==> src/rtl/trace_ctrl.sv <==
`timescale 1ns/1ps
// ---------------------------------------------------------------------------
// trace_ctrl
// Trace capture controller sitting between the CPU instruction-load strobe
// and the instruction trace LIFO. Once armed it pushes every instruction
// until a PC-match or external trigger fires, then pushes a programmed
// number of post-trigger instructions and stops.
//
// Ports
//   clk, rst    system clock, asynchronous active-high reset
//   regsLOAD    CPU PC/IR load strobe (level, may be held)
//   cpuPC/HR    program counter and instruction register
//   trARM/STOP  CSL arm / stop requests (rising edge acts)
//   trMATCH     trigger PC compare value, trMASK selects compared bits
//   trPCEN      enable the PC-match trigger
//   trEXT       external trigger, sampled with the load strobe
//   trPOST      post-trigger instruction count, sampled at arm
//   trPUSH      single-cycle push strobe to the LIFO
//   trDIN       push data {PC, HR}
//   trCLR       single-cycle LIFO clear
//   trSTATE     0 IDLE, 1 ARMED, 2 POST, 3 DONE
//   trTRIGPC    PC of the triggering instruction
//   trCOUNT     entries pushed since arm, saturating at buffer depth
// ---------------------------------------------------------------------------
module trace_ctrl #(
    parameter int PCW      = 18,
    parameter int POSTW    = 12,
    parameter int LOG2SIZE = 12
) (
    input  logic                clk,
    input  logic                rst,
    input  logic                regsLOAD,
    input  logic [PCW-1:0]      cpuPC,
    input  logic [35:0]         cpuHR,
    input  logic                trARM,
    input  logic                trSTOP,
    input  logic [PCW-1:0]      trMATCH,
    input  logic [PCW-1:0]      trMASK,
    input  logic                trPCEN,
    input  logic                trEXT,
    input  logic [POSTW-1:0]    trPOST,
    output logic                trPUSH,
    output logic [PCW+35:0]     trDIN,
    output logic                trCLR,
    output logic [1:0]          trSTATE,
    output logic [PCW-1:0]      trTRIGPC,
    output logic [LOG2SIZE:0]   trCOUNT
);

    typedef enum logic [1:0] {
        IDLE  = 2'd0,
        ARMED = 2'd1,
        POST  = 2'd2,
        DONE  = 2'd3
    } state_t;

    localparam logic [LOG2SIZE:0] COUNT_MAX = {1'b1, {LOG2SIZE{1'b0}}};

    state_t               state_q, state_d;
    logic                 ld_prev_q, ld_prev_d;
    logic                 arm_prev_q, arm_prev_d;
    logic                 stop_prev_q, stop_prev_d;
    logic                 push_q, push_d;
    logic                 clr_q, clr_d;
    logic [PCW+35:0]      din_q, din_d;
    logic [PCW-1:0]       trigpc_q, trigpc_d;
    logic [POSTW-1:0]     post_q, post_d;
    logic [LOG2SIZE:0]    count_q, count_d;

    logic                 ld;
    logic                 arm;
    logic                 stop;
    logic                 trig_hit;

    // Rising-edge detects against the previous-cycle level of each strobe.
    assign ld   = regsLOAD & ~ld_prev_q;
    assign arm  = trARM & ~arm_prev_q;
    assign stop = trSTOP & ~stop_prev_q;

    // Masked PC compare: only bits with trMASK = 1 must match.
    assign trig_hit = trEXT | (trPCEN & (((cpuPC ^ trMATCH) & trMASK) == '0));

    always_comb begin
        state_d     = state_q;
        ld_prev_d   = regsLOAD;
        arm_prev_d  = trARM;
        stop_prev_d = trSTOP;
        push_d      = 1'b0;
        clr_d       = 1'b0;
        din_d       = din_q;
        trigpc_d    = trigpc_q;
        post_d      = post_q;
        count_d     = count_q;

        // Count follows the LIFO fill level, so it stops where the LIFO is full.
        if (push_q && (count_q != COUNT_MAX)) begin
            count_d = count_q + (LOG2SIZE+1)'(1);
        end

        // Stop beats arm beats load; an arm also swallows a coincident load,
        // which keeps trCLR and trPUSH from ever landing in the same cycle.
        if (stop) begin
            state_d = IDLE;
        end else if (arm) begin
            state_d = ARMED;
            clr_d   = 1'b1;
            count_d = '0;
            post_d  = trPOST;
        end else if (ld) begin
            case (state_q)
                ARMED: begin
                    push_d = 1'b1;
                    din_d  = {cpuPC, cpuHR};
                    if (trig_hit) begin
                        trigpc_d = cpuPC;
                        state_d  = (post_q == '0) ? DONE : POST;
                    end
                end
                POST: begin
                    push_d = 1'b1;
                    din_d  = {cpuPC, cpuHR};
                    post_d = post_q - POSTW'(1);
                    if (post_q == POSTW'(1)) begin
                        state_d = DONE;
                    end
                end
                default: ;
            endcase
        end
    end

    always_ff @(posedge clk or posedge rst) begin
        if (rst) begin
            state_q     <= IDLE;
            ld_prev_q   <= 1'b0;
            arm_prev_q  <= 1'b0;
            stop_prev_q <= 1'b0;
            push_q      <= 1'b0;
            clr_q       <= 1'b0;
            din_q       <= '0;
            trigpc_q    <= '0;
            post_q      <= '0;
            count_q     <= '0;
        end else begin
            state_q     <= state_d;
            ld_prev_q   <= ld_prev_d;
            arm_prev_q  <= arm_prev_d;
            stop_prev_q <= stop_prev_d;
            push_q      <= push_d;
            clr_q       <= clr_d;
            din_q       <= din_d;
            trigpc_q    <= trigpc_d;
            post_q      <= post_d;
            count_q     <= count_d;
        end
    end

    assign trPUSH   = push_q;
    assign trCLR    = clr_q;
    assign trDIN    = din_q;
    assign trSTATE  = state_q;
    assign trTRIGPC = trigpc_q;
    assign trCOUNT  = count_q;

endmodule

==> config.mk <==
export PLATFORM = sky130hd
export DESIGN_NAME = trace_ctrl
export DESIGN_NICKNAME = d
export VERILOG_FILES = /design/src/rtl/trace_ctrl.sv
export SDC_FILE = /design/constraint.sdc
export NUM_CORES = 1
export LEC_CHECK = 0
export BUFFER_PORTS_ARGS = -buffer_cell sky130_fd_sc_hd__buf_4
export CAP_MARGIN = 10
export CORE_MARGIN = 10
export CORE_UTILIZATION = 40
export DETAILED_ROUTE_END_ITERATION = 8
export GPL_TIMING_DRIVEN = 0
export PLACE_DENSITY = 0.69
export SYNTH_ARGS = -nofsm -noshare
export SYNTH_HDL_FRONTEND = slang
export SYNTH_SLANG_ARGS = --single-unit
==> constraint.sdc <==
create_clock -name clk -period 8.6 [get_ports clk]
set_input_delay 1.72 -clock clk [delete_from_list [all_inputs] [get_ports clk]]
set_output_delay 1.72 -clock clk [all_outputs]
set_load 0.01 [all_outputs]
==> results.py, run 1 <==
metrics = {
    "placement": {
        "placed_cell_area_sq_um": 6367,
        "gp_congestion": 0.7885,
        "pre_cts_ws_ns": 4.829,
        "dp_hpwl_um": 11090,
        "io_buffers": 197,
    },
    "clock_tree": {
        "htreeDepth": 3,
        "cts_root_buf": "clkbuf_16",
        "cts_setup_buffers": 0,
        "cts_resized": 0,
        "cts_hold_buffers": 0,
        "insertion_delay_ns": 0.36,
        "clk_pin_slew_ns": 0.07,
        "clock-sinks": 104,
        "cts_tree": "yes",
        "numCtsBuffers": 9,
        "cts_max_path_buffers": 2,
    },
    "detailed_routing": {
        "firstDrtPassIters": 4,
        "via_count": 3741,
        "drt-vias-per-instance": 5.097,
        "wl_per_cell_um": 19.22,
        "drt-initial-drc-count": 205,
        "antenna_left": 0,
        "wirelength_um": 14110,
        "drc_errors": 0,
    },
    "sta": {
        "fin_crit_ns": 3.373,
        "tns_ns": 0,
        "period_share": 0.3922,
        "maxSlewViolCount": 0,
        "rsz0062_at_grt": "false",
        "max-slew-margin-rel": 0.6115,
        "max_clock_freq_mhz": 296.5,
        "layout_setup_ws_ns": 5.227,
        "finalClockSkew_ns": 0.007592,
        "hold_viol": 0,
        "worst_pin_slew_ns": 0.5806,
        "setup_violations": 0,
    },
    "setup_path": {
        "worstSetupEndpointType": "flip-flop",
        "worstSetupStartpointType": "input pin",
        "reg2reg_depth": 6,
        "path_max_fanout": 10,
        "critPathKind": "input pin to flip-flop",
        "worst_r2r_endpoint": "trDIN[40]",
        "regToRegSetupSlack_ns": 6.34,
        "cp.required_ns": 8.84,
        "r2r_start": "arm_prev_q",
        "cp.arrival_ns": 3.61,
    },
    "grt": {
        "grt_max_degree": 65,
        "first_global_vias": 4119,
        "grt_pass1_wl_um": 22040,
        "grt_antenna_before_repair": 0,
        "globalRouteOverflowTotal": 0,
        "grt_usage": 0.1714,
    },
    "floorplanning": {
        "initial_core_util": 0.4098,
        "coreArea_sq_um": 11420,
        "die_h_um": 128.2,
        "dieArea_sq_um": 16430,
        "num_io_pins": 198,
        "rows": 39,
        "die_w_um": 128.2,
    },
    "layout": {
        "utilization": 0.5812,
        "final_cell_area_sq_um": 6636,
        "fillCellCount": 993,
        "drive_gt1_frac": 0.4992,
        "mostFrequentLayoutCells": "buf_4 (197), dfrtp_1 (104), mux2_2 (63)",
        "area_delta_synth_final_pct": 41.82,
        "antenna_cells": 0,
        "layout_commonest_cell": "buf_4",
        "num-nets-final": 703,
    },
    "min_path": {
        "holdPathStages": 1,
        "min_path_type": "flip-flop to flip-flop",
        "hp-start": "trTRIGPC[12]",
        "hold-path-endpoint": "trTRIGPC[12]",
    },
    "power_and_ir_drop": {
        "p_int_mw": 1.298,
        "design_power_total_mw": 1.930,
        "switching_power_mw": 0.6327,
        "power_frac_seq": 0.417,
        "clockPowerShare": 0.201,
        "pwr-share-comb": 0.381,
        "netSwitchingFraction": 0.3278,
        "peakVddDrop_uv": 228.2,
        "p_leak_nw": 3.246,
        "powerDensity_nw_per_um2": 290.9,
    },
    "yosys": {
        "yosysUniqueCellTypes": 35,
        "ys_seq_area_frac": 0.5561,
        "synth.avg_cell_area_sq_um": 12.38,
        "synth_nets": 494,
        "synthCells": 378,
        "synth_seq_cells": 104,
        "ys_warn_count": 0,
        "netlist_area_sq_um": 4679,
    },
    "flow_run": {
        "drv_cap": 0,
    },
    "outcome": {
        "status": "completed",
    },
}
==> power by group through the flow <==
stage	combinational, mW	sequential (mW)	clock, mW
after floorplan	0.260	0.874	0
after global placement	0.739	0.798	0
after detailed placement	0.756	0.809	0
after CTS	0.755	0.806	0.399
after global routing	0.803	0.830	0.418
final	0.736	0.805	0.389
==> cells in the mapped netlist (all sizes together) <==
cell	count	area [sq um]
nand4	8	50.05
o21a	1	7.510
nor2b	2	12.51
dfrtp	104	2603
clkbuf	6	22.52
inv	11	41.29
a211oi	2	15.01
nand2b	2	12.51
a41oi	1	8.760
or3	2	12.51
nor2	30	112.6
nor4b	2	17.52
nand3	5	25.02
a22oi	12	90.09
nor3	7	35.03
ha	7	87.58
o21ai	21	116.4
a31oi	2	12.51
a21oi	14	70.07
mux2	73	859.6
xnor2	3	26.28
and3	1	6.260
xor2	26	227.7
a22o	1	8.760
buf	6	36.28
nor4	5	31.28
nand2	18	67.56
o22ai	1	6.260
o32ai	1	8.760
a21boi	2	15.01
or2	1	6.260
a2111oi	1	27.53
==> how the worst max path moves through the flow <==
stage,end,startpoint,depth (start not counted)
after floorplan,arm_prev_q,rst,1
after global placement,trDIN[28],rst,2
after detailed placement,trTRIGPC[6],cpuPC[17],8
after CTS,trDIN[40],trARM,7
after global routing,trDIN[40],trARM,7
final,trTRIGPC[6],cpuPC[17],8
==> through the flow <==
step | hold slack [ns] | std cells
2_1_floorplan | 0.4714 | 378
3_3_place_gp | 0.4894 | 718
3_5_place_dp | 0.4945 | 719
4_1_cts | 0.5102 | 734
5_1_grt | 0.5181 | 734
6_report | 0.5073 | 734
==> kinds of logic (layout without fill, tap and decap cells) <==
family	after synthesis	in the layout	synth area share
mux	73	73	0.1837
xor+xnor	29	29	0.05428
flops	104	104	0.5562
fa+ha+maj	7	7	0.01872
compound gates	59	59	0.08262
buf+inv	23	236	0.02139
simple gates	83	83	0.08315
==> final cells by class <==
class,instances,area (sq um),area share
sequential,104,2603,0.3922
multi-input combinational,251,1977,0.2979
tap,143,178.9,0.02696
inverter,11,43.79,0.006599
clock inverter,5,40.04,0.006033
clock buffer,10,229.0,0.03450
timing repair buffer,198,1506,0.2270
buffer,12,58.81,0.008861
==> registers in the layout, summed over array words and instances (netlist names) <==
register	count
arm_prev_q	1
ld_prev_q	1
post_q	12
stop_prev_q	1
trCLR	1
trCOUNT	13
trDIN	54
trPUSH	1
trSTATE	2
trTRIGPC	18
==> layer usage <==
layer	routed length, um	share of wire	global-route usage	up-vias
li1	-	-	-	1747
met1	5389	0.38	0.1855	1841
met2	7039	0.50	0.2799	140
met3	1510	0.11	0.09760	13
met4	165	0.012	0.05033	0
met5	0	0	0	-
==> worst max-delay path: stages <==
cell and delay (ns):
buf_4 0.13, xor2_1 0.14, a22oi_1 0.27, nand4_1 0.25, a2111oi_4 0.39, o21ai_4 0.20
buf_6 0.21, mux2_4 0.30
Note: power is estimated with default switching activity, not from simulation.
==> run 2: changes to the inputs <==
- PLACE_DENSITY: 0.69 -> 0.71
- clock period: 8.6 -> 3.1 ns (I/O delays scaled with it)
==> run 2 against run 1 <==
  * Die area stayed put
  * Count of clock-buffer cells in the layout is 1 higher
  * First-iteration DRC count is 25% higher
  * Critical endpoint unchanged
  * Highest routed layer unchanged
==> results.py, run 2 (same netlist as run 1, synthesis figures left out) <==
metrics = {
    "detailed_routing": {
        "wl_per_cell_um": 19.43,
        "via_count": 3748,
        "wirelength_um": 14300,
        "drc_errors": 0,
        "firstDrtPassIters": 4,
        "antenna_left": 0,
        "drt-vias-per-instance": 5.092,
        "drt-initial-drc-count": 256,
    },
    "placement": {
        "dp.cells": 721,
        "dp_hpwl_um": 11410,
        "pre_cts_ws_ns": 0.4412,
        "io_buffers": 197,
        "gp_congestion": 0.7945,
    },
    "sta": {
        "maxSlewViolCount": 0,
        "finalClockSkew_ns": 0.006069,
        "hold_viol": 0,
        "fin_crit_ns": 2.289,
        "rsz0062_at_grt": "false",
        "worst_pin_slew_ns": 0.5755,
        "period_share": 0.7384,
        "layout_setup_ws_ns": 0.8109,
        "tns_ns": 0,
        "setup_violations": 0,
        "max-slew-margin-rel": 0.6149,
        "max_clock_freq_mhz": 436.9,
    },
    "grt": {
        "first_global_vias": 4231,
        "grt_antenna_before_repair": 0,
        "globalRouteOverflowTotal": 0,
        "grt_pass1_wl_um": 22670,
        "grt_usage": 0.1759,
        "grt_max_degree": 36,
    },
    "layout": {
        "layout_commonest_cell": "buf_4",
        "area_delta_synth_final_pct": 42.46,
        "num-nets-final": 705,
        "fillCellCount": 985,
        "antenna_cells": 0,
        "mostFrequentLayoutCells": "buf_4 (197), dfrtp_1 (104), mux2_2 (63)",
        "largest_reg_flops": 54,
        "drive_gt1_frac": 0.4992,
        "final_cells": 736,
    },
    "setup_path": {
        "path_max_fanout": 10,
        "worstSetupEndpointType": "flip-flop",
        "critPathLaunch": "cpuPC[17]",
        "cp.arrival_ns": 2.53,
        "cp.required_ns": 3.34,
        "critical_path.endpoint": "trTRIGPC[6]",
        "cpLargestDelayFamily": "compound AO/OA/AOI/OAI gates",
        "r2r_start": "arm_prev_q",
        "crit_cells": 8,
        "critical_path.max_stage_delay_ns": 0.40,
        "critPathKind": "input pin to flip-flop",
        "reg2reg_depth": 6,
        "worstSetupStartpointType": "input pin",
        "cp_slowest_cell": "a2111oi_4",
        "regToRegSetupSlack_ns": 0.83,
        "worst_r2r_endpoint": "trDIN[45]",
        "crit_buf_inv": 2,
        "path_cells": "buf_4 -> xor2_1 -> a22oi_1 -> nand4_1 -> a2111oi_4 -> o21ai_4 -> buf_6 -> mux2_4",
    },
    "clock_tree": {
        "cts_root_buf": "clkbuf_16",
        "insertion_delay_ns": 0.35,
        "cts_setup_buffers": 0,
        "cts_hold_buffers": 0,
        "clk_pin_slew_ns": 0.07,
        "htreeDepth": 3,
        "cts_tree": "yes",
        "cts_resized": 0,
        "numCtsBuffers": 9,
        "cts_max_path_buffers": 2,
        "clock-sinks": 104,
    },
    "floorplanning": {
        "num_io_pins": 198,
        "initial_core_util": 0.4098,
        "die_w_um": 128.2,
        "die_h_um": 128.2,
        "rows": 39,
        "dieArea_sq_um": 16430,
        "coreArea_sq_um": 11420,
    },
    "min_path": {
        "min_path_type": "input pin to asynchronous set/reset pin",
    },
    "flow_run": {
        "drv_cap": 0,
    },
    "outcome": {
        "status": "completed",
    },
    "power_and_ir_drop": {
        "p_leak_nw": 3.257,
        "powerDensity_nw_per_um2": 801.2,
        "peakVddDrop_uv": 526.1,
    },
}
[run 2: cell types whose count changed in the layout (fill, tap and decap cells not counted), sizes merged]
| cell | change |
|---|---|
| clkbuf | +1 |
| clkinv | +2 |
| buf | +2 |
| inv | -3 |
[run 2: final cells by class]
class,count,area (sq um),share of cell area
Buffer,12,58.81,0.008821
Clock inverter,4,32.53,0.004880
Multi-Input combinational cell,251,1977,0.2965
Inverter,11,45.04,0.006757
Sequential cell,104,2603,0.3904
Timing Repair Buffer,200,1539,0.2309
Tap cell,143,178.9,0.02684
Clock buffer,11,232.7,0.03491
[run 2: worst min-delay path by stage]
stage                           from    endpoint  cells past startpoint
after global routing             rst    trDIN[3]                      2
after floorplan           post_q[10]  post_q[10]                      2
after detailed placement   trDIN[32]   trDIN[32]                      1
final                            rst    trDIN[5]                      2
after global placement      trDIN[2]    trDIN[2]                      1
after CTS                        rst    trDIN[5]                      2
[run 2: power breakdown]
| part | internal (mW) | switching, mW |
|---|---|---|
| clock | 0.544 | 0.512 |
| sequential | 1.90 | 0.344 |
| combinational | 1.16 | 0.883 |
| total | 3.60 | 1.74 |
[run 2: worst register-to-register path: cells and delay by family, from the launching register on]
kind                   cells  cell delay (ns)
buffers and inverters      2             0.76
flip-flops                 1             0.37
multiplexers               1             0.38
AND/OR/NAND/NOR            3             0.66
[run 2: through the flow]
| stage | cell area (sq um) | total power [mW] | utilization | hold slack [ns] |
|---|---|---|---|---|
| after CTS | 6666 | 5.428 | 0.5838 | 0.2005 |
| after floorplan | 4683 | 3.148 | - | 0.4714 |
| after global placement | 6341 | 4.262 | 0.5553 | 0.4904 |
| after global routing | 6666 | 5.681 | 0.5838 | 0.2087 |
| after detailed placement | 6401 | 4.345 | 0.5606 | 0.4937 |
| final | 6666 | 5.341 | 0.5838 | 0.2132 |
[run 2: metal layers]
layer / wire [um] / vias to the layer above / GRT usage
met4: 172 / 0 / 0.04503
met2: 7276 / 147 / 0.2968
met3: 1556 / 14 / 0.09926
met1: 5293 / 1826 / 0.1855
li1: - / 1761 / -
met5: 0 / - / 0
==> run 3: changes to the inputs <==
- PLACE_DENSITY: 0.71 -> 0.69
- clock period: 3.1 -> 2.2 ns (I/O delays scaled with it)
==> run 3 against run 2 <==
  * First-iteration DRC count shrank 1.2%
  * Largest power group unchanged
  * Non-clock buffer count fell by 1
  * Utilization increased by 0.19 points
  * Cell count unchanged
  * Setup slack got worse by 0.72 ns
  * Sequential share of layout area is 0.12 points lower
  * Cell area is 0.32% higher
  * Total power up 44%
==> results.py, run 3 (same netlist as run 1, synthesis figures left out) <==
metrics = {
    "clock_tree": {
        "cts_max_path_buffers": 2,
        "cts_tree": "yes",
        "numCtsBuffers": 9,
        "htreeDepth": 3,
        "clock-sinks": 104,
        "cts_root_buf": "clkbuf_16",
        "insertion_delay_ns": 0.35,
        "clk_pin_slew_ns": 0.07,
    },
    "setup_path": {
        "cp.arrival_ns": 2.33,
        "reg2reg_depth": 7,
        "cp.required_ns": 2.43,
        "worstSetupStartpointType": "input pin",
        "critical_path.max_stage_delay_ns": 0.48,
        "critPathLaunch": "cpuPC[3]",
        "r2r_start": "trSTATE[0]",
        "critPathKind": "input pin to flip-flop",
        "path_cells": "buf_4 -> xor2_1 -> a22oi_1 -> nand4_1 -> a2111oi_4 -> o21ai_4 -> buf_6 -> mux2_4",
        "worstSetupEndpointType": "flip-flop",
        "cp_slowest_cell": "a2111oi_4",
        "path_max_fanout": 10,
    },
    "sta": {
        "worst_pin_slew_ns": 0.8397,
        "max-slew-margin-rel": 0.4390,
        "maxSlewViolCount": 0,
        "setup_violations": 0,
        "layout_setup_ws_ns": 0.09213,
        "fin_crit_ns": 2.108,
        "max_clock_freq_mhz": 474.4,
        "rsz0062_at_grt": "false",
        "hold_ws_ns": 0.2088,
        "hold_viol": 0,
        "period_share": 0.9581,
        "finalClockSkew_ns": 0.008842,
    },
    "detailed_routing": {
        "drc_errors": 0,
        "via_count": 3741,
        "wl_per_cell_um": 19.20,
        "antenna_left": 0,
        "firstDrtPassIters": 4,
        "wirelength_um": 14130,
        "drt-initial-drc-count": 253,
        "drt-vias-per-instance": 5.083,
    },
    "floorplanning": {
        "die_w_um": 128.2,
        "rows": 39,
        "die_h_um": 128.2,
        "num_io_pins": 198,
        "dieArea_sq_um": 16430,
        "initial_core_util": 0.4098,
        "coreArea_sq_um": 11420,
    },
    "power_and_ir_drop": {
        "powerDensity_nw_per_um2": 1148,
        "p_leak_nw": 3.272,
        "design_power_total_mw": 7.678,
        "peakVddDrop_uv": 962.6,
    },
    "layout": {
        "num-nets-final": 704,
        "multi_input_area_sq_um": 1986,
        "mostFrequentLayoutCells": "buf_4 (197), dfrtp_1 (104), mux2_2 (63)",
        "largest_reg_flops": 54,
        "fillCellCount": 945,
        "ff_latch_area_sq_um": 2603,
        "drive_gt1_frac": 0.5042,
        "layout_commonest_cell": "buf_4",
        "antenna_cells": 0,
        "final_cell_area_sq_um": 6688,
        "area_delta_synth_final_pct": 42.91,
    },
    "placement": {
        "placed_cell_area_sq_um": 6381,
        "io_buffers": 197,
        "dp_hpwl_um": 11350,
        "pre_cts_ws_ns": -0.2985,
        "gp_congestion": 0.8076,
    },
    "grt": {
        "globalRouteOverflowTotal": 0,
        "first_global_vias": 4158,
        "grt_max_degree": 38,
        "grt_pass1_wl_um": 22370,
        "grt_usage": 0.1724,
        "use_met1": 0.1785,
        "grt_antenna_before_repair": 0,
        "gr-max-usage-layer": "met2",
        "use_met2": 0.2940,
        "grt_util_met3": 0.1034,
    },
    "min_path": {
        "hp-start": "trSTOP",
        "holdPathStages": 1,
        "min_path_type": "input pin to flip-flop",
    },
    "outcome": {
        "status": "completed",
    },
    "flow_run": {
        "drv_cap": 0,
    },
}
[run 3: changes by cell type in the layout (fill, tap and decap cells not counted), sizes merged]
cell,delta
bufinv,+1
clkinv,-1
inv,+2
buf,-1
clkinvlp,-1
[run 3: area by class of cell]
type | count | area share
Buffer | 12 | 0.008980
Clock buffer | 11 | 0.03480
Clock inverter | 5 | 0.009542
Inverter | 11 | 0.006735
Multi-Input combinational cell | 251 | 0.2969
Sequential cell | 104 | 0.3891
Tap cell | 143 | 0.02675
Timing Repair Buffer | 199 | 0.2271
[run 3: critical path: cells and delay by family]
kind | cells | cell delay, ns
compound gates | 3 | 0.87
buf+inv | 2 | 0.35
mux | 1 | 0.30
simple gates | 1 | 0.21
xor+xnor | 1 | 0.15
[run 3: worst paths after layout]
kind | to | slack (ns)
setup / recovery | trTRIGPC[5] | 0.09
hold / removal | stop_prev_q | 0.21
setup reg to reg | post_q[7] | 0.23
hold reg to reg | trDIN[14] | 0.51
max in group asynchronous | trTRIGPC[12] | 1.07
min in group asynchronous | post_q[0] | 0.25
[run 3: metrics by stage]
| stage | TNS [ns] | utilization | std cells |
|---|---|---|---|
| floorplan | 0 | - | 378 |
| global placement | -36.65 | 0.5553 | 718 |
| detailed placement | -16.05 | 0.5588 | 720 |
| CTS | 0 | 0.5850 | 736 |
| global route | 0 | 0.5857 | 736 |
| finish | 0 | 0.5857 | 736 |
[run 3: per-layer routing]
| layer | up-vias | share of wire | routed length (um) |
|---|---|---|---|
| met5 | - | 0 | 0 |
| met4 | 0 | 0.0081 | 114 |
| met3 | 7 | 0.11 | 1609 |
| met2 | 144 | 0.51 | 7167 |
| met1 | 1840 | 0.37 | 5243 |
| li1 | 1750 | - | - |
[run 3: power by group]
| group | internal [mW] | switching, mW |
|---|---|---|
| logic | 1.64 | 1.26 |
| registers | 2.67 | 0.496 |
| clock network | 0.894 | 0.718 |
[run 3: timing repair]
action	CTS	global route
hold buffers	0	0
gates cloned	0	0
buffers inserted	0	0
endpoints found under the setup margin	49	60
resized for setup	1	3
